--- config.mk ---
export PLATFORM = sky130hd
export DESIGN_NAME = ddr_serializer
export DESIGN_NICKNAME = d
export VERILOG_FILES = /design/src/rtl/ddr_serializer_pkg.sv /design/src/rtl/ddr_serializer_oddr.sv /design/src/rtl/ddr_serializer.sv
export SDC_FILE = /design/constraint.sdc
export NUM_CORES = 1
export LEC_CHECK = 0
export ABC_AREA = 1
export CORE_MARGIN = 10
export CORE_UTILIZATION = 45
export CTS_BUF_LIST = sky130_fd_sc_hd__clkbuf_4
export DETAILED_ROUTE_END_ITERATION = 12
export PLACE_DENSITY = 0.72
export SYNTH_ARGS = -nofsm -noshare
export SYNTH_HDL_FRONTEND = slang
export SYNTH_SLANG_ARGS = --single-unit
export TNS_END_PERCENT = 100
--- constraint.sdc ---
create_clock -name clk -period 1.3 [get_ports clk]
set_input_delay 0.325 -clock clk [delete_from_list [all_inputs] [get_ports clk]]
set_output_delay 0.325 -clock clk [all_outputs]
set_load 0.01 [all_outputs]
--- src/rtl/ddr_serializer_pkg.sv ---
// Shared types and elaboration-time helpers for the DDR serializer.
package ddr_serializer_pkg;

    typedef enum logic {
        IDLE  = 1'b0,
        SHIFT = 1'b1
    } state_t;

    localparam int LANES_MIN = 1;
    localparam int LANES_MAX = 32;
    localparam int RATIO_MIN = 2;
    localparam int RATIO_MAX = 16;

    // Beat counter spans 0..ratio/2-1 but is never narrower than one bit.
    function automatic int beat_width(input int ratio);
        int w;
        w = $clog2(ratio / 2);
        return (w < 1) ? 1 : w;
    endfunction

    function automatic bit params_ok(input int lanes, input int ratio);
        return (lanes >= LANES_MIN) && (lanes <= LANES_MAX) &&
               (ratio >= RATIO_MIN) && (ratio <= RATIO_MAX) &&
               (ratio % 2 == 0);
    endfunction

endpackage

--- src/rtl/ddr_serializer_oddr.sv ---
// Generic DDR output cell: d2 drives the clk-high half, d1 the clk-low half of the cycle after sampling.
// No reset; the output follows whatever was registered on the last rising edge.
module ddr_serializer_oddr #(
    parameter TARGET = "RTL"
) (
    input  logic clk,
    input  logic d1,
    input  logic d2,
    output logic q
);

    logic d1_r;
    logic d2_r;

    always_ff @(posedge clk) begin
        d1_r <= d1;
        d2_r <= d2;
    end

    assign q = clk ? d2_r : d1_r;

endmodule

--- src/rtl/ddr_serializer.sv ---
// Parallel-to-serial DDR output: RATIO bits per lane per word, 2 bits per lane per clk, first pair on q two cycles after transfer.
// s_ready only on IDLE or the last beat, so back-to-back words stream gap-free; a stalled word is held by the source.
module ddr_serializer
    import ddr_serializer_pkg::*;
#(
    parameter int   LANES     = 1,
    parameter int   RATIO     = 8,
    parameter bit   MSB_FIRST = 1'b0,
    parameter logic IDLE_VAL  = 1'b0,
    parameter       TARGET    = "RTL"
) (
    input  logic                   clk,
    input  logic                   rst,
    input  logic [LANES*RATIO-1:0] s_data,
    input  logic                   s_valid,
    output logic                   s_ready,
    output logic [LANES-1:0]       q,
    output logic                   busy,
    output logic                   underrun
);

    localparam int            BW   = beat_width(RATIO);
    localparam logic [BW-1:0] LAST = BW'(RATIO / 2 - 1);

    if (!params_ok(LANES, RATIO)) begin : g_bad_params
        $error("ddr_serializer: LANES must be 1..32 and RATIO even in 2..16");
    end

    state_t                 state, state_nxt;
    logic [BW-1:0]          beat, beat_nxt;
    logic [LANES*RATIO-1:0] shreg, shreg_nxt;
    logic [LANES*RATIO-1:0] load_word;
    logic [LANES*RATIO-1:0] shifted;
    logic [LANES-1:0]       d1;
    logic [LANES-1:0]       d2;
    logic                   xfer;

    for (genvar l = 0; l < LANES; l++) begin : g_lane
        for (genvar b = 0; b < RATIO; b++) begin : g_bit
            assign load_word[l*RATIO+b] = MSB_FIRST ? s_data[l*RATIO+RATIO-1-b]
                                                    : s_data[l*RATIO+b];
        end

        // Consumed pair leaves the bottom; idle level refills from the top.
        if (RATIO == 2) begin : g_r2
            assign shifted[l*RATIO +: RATIO] = {RATIO{IDLE_VAL}};
        end else begin : g_rn
            assign shifted[l*RATIO +: RATIO] = {{2{IDLE_VAL}}, shreg[l*RATIO+2 +: RATIO-2]};
        end

        assign d2[l] = (state == SHIFT) ? shreg[l*RATIO]   : IDLE_VAL;
        assign d1[l] = (state == SHIFT) ? shreg[l*RATIO+1] : IDLE_VAL;

        ddr_serializer_oddr #(
            .TARGET (TARGET)
        ) u_oddr (
            .clk (clk),
            .d1  (d1[l]),
            .d2  (d2[l]),
            .q   (q[l])
        );
    end

    always_comb begin
        state_nxt = state;
        beat_nxt  = beat;
        shreg_nxt = shreg;
        underrun  = 1'b0;
        s_ready   = !rst && ((state == IDLE) || (beat == LAST));
        xfer      = s_valid && s_ready;

        if (xfer) begin
            shreg_nxt = load_word;
            beat_nxt  = '0;
            state_nxt = SHIFT;
        end else if (state == SHIFT) begin
            shreg_nxt = shifted;
            if (beat == LAST) begin
                state_nxt = IDLE;
                beat_nxt  = '0;
                underrun  = !rst;
            end else begin
                beat_nxt = beat + BW'(1);
            end
        end
    end

    always_ff @(posedge clk) begin
        if (rst) begin
            state <= IDLE;
            beat  <= '0;
            shreg <= {(LANES*RATIO){IDLE_VAL}};
        end else begin
            state <= state_nxt;
            beat  <= beat_nxt;
            shreg <= shreg_nxt;
        end
    end

    assign busy = (state == SHIFT);

endmodule

Yosys cells after proc, flatten, opt, wreduce, memory -nomap -nowiden

Index checks and enable logic that the tools add are counted.

Flip-flop bits (word level): 13
Input bits: 11
Output and inout port bits: 4
Logic and storage cells: 24

$add $sub $neg: 1
Equality and inequality tests: 1
Mux-type cells: 10
Bitwise operators: 1
Reductions and logical operators: 6

Operators with widths:

| kind                                                           | number |
|---|---|
| 8-bit 2-to-1 mux                                               | 2 |
| 1-bit 2-to-1 mux                                               | 7 |
| 2-bit by 1-bit adder with 2-bit output (second input constant) | 1 |
| 2-bit equality test (second input constant)                    | 1 |
| 1-bit logical AND                                              | 2 |
| 2-bit 2-to-1 mux                                               | 1 |
| 2-bit nonzero test                                             | 1 |
| 2-bit OR reduction                                             | 1 |
| 1-bit logical NOT                                              | 1 |
| 1-bit logical OR                                               | 1 |
| 1-bit inverter                                                 | 1 |

Logic depth before layout (Yosys ltp)

Word-level depth: 5
Gate-level depth with buffers: 8
Mapped depth without buffers: 7

Cells and area by module

From an unflattened synthesis, not the netlist that was laid out.

Cells, all modules: 91
Area, all modules: 743.2 um^2

Modules (own cells, without submodules):

| module              | instances | cells each | area an instance (um^2) | seq. area each (um^2) |
|---|---|---|---|---|
| ddr_serializer      | 1         | 85         | 688.2                   | 220.2 |
| ddr_serializer_oddr | 1         | 6          | 55.1                    | 40.0 |

==> key figures <==
Run status
  – Status: finished, violations left
  – Failing checks: setup timing

Placement
  – # port buffers: 14
  – Setup WS pre-CTS: -0.585 ns
  – GP Congestion: 0.752
  – Placed cell area: 906 sq um
  – DP HPWL: 1.13 mm

GRT
  – Remaining Overflow, GRT: 0
  – First-pass GRT wire length: 3.26 mm
  – Largest net degree at the start of global routing: 11
  – Vias in the first global route: 755
  – Initial antenna violation count: 0
  – Global Route Usage Sum: 11.9%

Yosys
  – Ys flop type: dfxtp_1
  – Net Count, Synth: 100
  – YS warnings: 0
  – Sequential-to-total area share from yosys stat: 36.6%
  – Async set or reset register ratio after synthesis: 0%
  – Synthesized area: 711 sq um
  – Syn_area_per_cell: 8.08 sq um
  – Flops & latches, synth: 13
  – Post-synthesis cell count: 88
  – Post-synth EDFFs: 0
  – Count of unique library cells instantiated by Yosys: 19

Floorplan
  – Die height: 59.7 microns
  – Starting Density: 47.2%
  – IO Pins: 15
  – Core Region: 0.00151 sq mm
  – Die Area: 0.00357 sq mm
  – Chip width: 59.7 microns
  – Num rows: 14

Layout
  – Nets: 130
  – Filler Cells Inserted: 133
  – Layout cell share with drive strength beyond 1: 42.7%
  – Most common cell after layout, fill and taps aside: nand2_1
  – Antenna Cells: 0
  – Area grow syn2layout: 46.8%
  – Commonest cells after routing, fill and taps aside: nand2_1 (22), buf_4 (11), inv_1 (10), dfxtp_1 (10), clkdlybuf4s50_1 (9)
  – Design area: 0.00104 sq mm

Route
  – Antenna-violating nets left: 0
  – DRC: 0
  – Routed len/inst: 13.3 microns
  – WL final: 1.77 mm
  – Vias: 693
  – DRT iter0 DRCs: 15
  – DRT Pass-1 Iters: 4
  – Via density: 5.21

Pwr
  – Leakage power: 0.464 nW
  – Power per cell area: 1010 mW/mm^2
  – Worst VDD drop: 643 uV

STA
  – Max Clock Freq: 657 MHz
  – Fin crit share: 117%
  – Final setup fails: 4
  – Unrepaired setup endpoints after global routing: true
  – Final Hold Vio Count: 0
  – Worst hold margin: 0.324 ns
  – Max-slew headroom: 88.6%
  – Max Slew Vio Count: 0
  – Post-Route Skew: 0.00744 ns
  – Fin crit period: 1.52 ns
  – Worst-margin pin slew: 0.171 ns
  – Final setup margin: -0.222 ns

Worst setup path
  – Slowest CP cell: dfxtp_2
  – Crit Path Class: reg -> out
  – Crit end category: primary output
  – Required time worst endpoint: 0.98 ns
  – Slowest stage delay, CP: 0.36 ns
  – Bufs and invs on worst path: 2
  – Crit. path cell count: 4
  – Critical path arrival: 1.20 ns
  – Crit-path cells: ha_4, inv_2, a21oi_2, buf_2
  – Worst reg2reg path depth: 7
  – Critical path fanouts, max: 2
  – Worst Setup Start Kind: flop
  – Top Family by Delay on Critical Path: flip-flops

Clocking
  – CTS Hold Bufs: 0
  – Clk_lat worst skew: 0.40 ns
  – CTS tree: built
  – Clk slew on worst S/H paths: 0.09 ns

Hold path
  – Hold Path Stages: 2
  – Tightest Hold Check Type: in -> reg

Job
  – Max cap viols: 0
-- flip-flops by register name (all words and copies together) (netlist names) --
name                cells
shreg                   8
g_lane.u_oddr.d2_r      1
busy                    1
beat                    2
g_lane.u_oddr.d1_r      1
-- per-stage QoR --
step                utilization, %  total power, W  instances  TNS (ns)
CTS                           69.1         0.00106        134    -0.615
detailed placement            60.1        0.000653        123     -4.53
floorplan                        -        0.000570         88         0
global placement              60.1        0.000648        123     -4.23
finish                        69.3         0.00106        133    -0.594
global route                  69.3         0.00112        133    -0.803
-- cell usage after synthesis (2+ instances only) --
cell	count	share of area (%)
nand2_1	22	12
a21oi_2	6	7.4
nor2_1	2	1.1
buf_2	2	1.4
nand4_1	7	6.2
nand3_2	6	8.5
nand3_1	4	2.8
inv_1	11	5.8
a21oi_1	6	4.2
dfxtp_1	13	37
-- worst paths after layout --
check        startpoint  slack, ns                     to
min                 rst       0.32                   busy
min reg2reg    shreg[1]       0.45  g_lane[0].u_oddr.d1_r
max reg2reg     beat[1]       0.07                   busy
max             beat[1]      -0.22                s_ready
-- per-layer routing --
| metal | track usage, % | vias up | wire (microns) |
|---|---|---|---|
| met2 | 18.4 | 11 | 941 |
| met4 | 7.69 | 0 | 34 |
| met1 | 13.0 | 326 | 724 |
| li1 | - | 351 | - |
| met3 | 5.08 | 5 | 74 |
| met5 | 0 | - | 0 |
-- kinds of logic (layout without fill, tap and decap cells) --
kind of cell               count (synthesis)  after routing  synth area share [%]
and+or+nand+nor                           44             45                  35.0
adders and majority gates                  1              1                  1.76
DFF                                       13             13                  36.6
AOI/OAI and AO/OA                         12             12                  11.6
muxes                                      1              1                  1.58
buffers and inverters                     17             45                  13.4
-- layout make-up --
cell class	count	area, sq um	area share [%]
Tap cell	16	20.0	1.92
Timing Repair Buffer	25	224	21.5
Clock buffer	7	56.3	5.40
Multi-Input combinational cell	59	414	39.7
Sequential cell	13	267	25.5
Inverter	13	62.6	6.00
-- power breakdown --
part | switching (W) | total (W) | internal (W) | leakage (nW)
combinational | 0.000107 | 0.000216 | 0.000109 | 0.314
sequential | 0.0000158 | 0.000437 | 0.000421 | 0.108
clock | 0.000173 | 0.000405 | 0.000232 | 0.0418
-- what timing repair did --
action	CTS	global route
setup endpoints to repair	10	7
resized for setup	34	4
cloned	1	0
setup buffers	5	2
pin swaps	5	3
No activity file was read; power rests on OpenSTA's default activity.
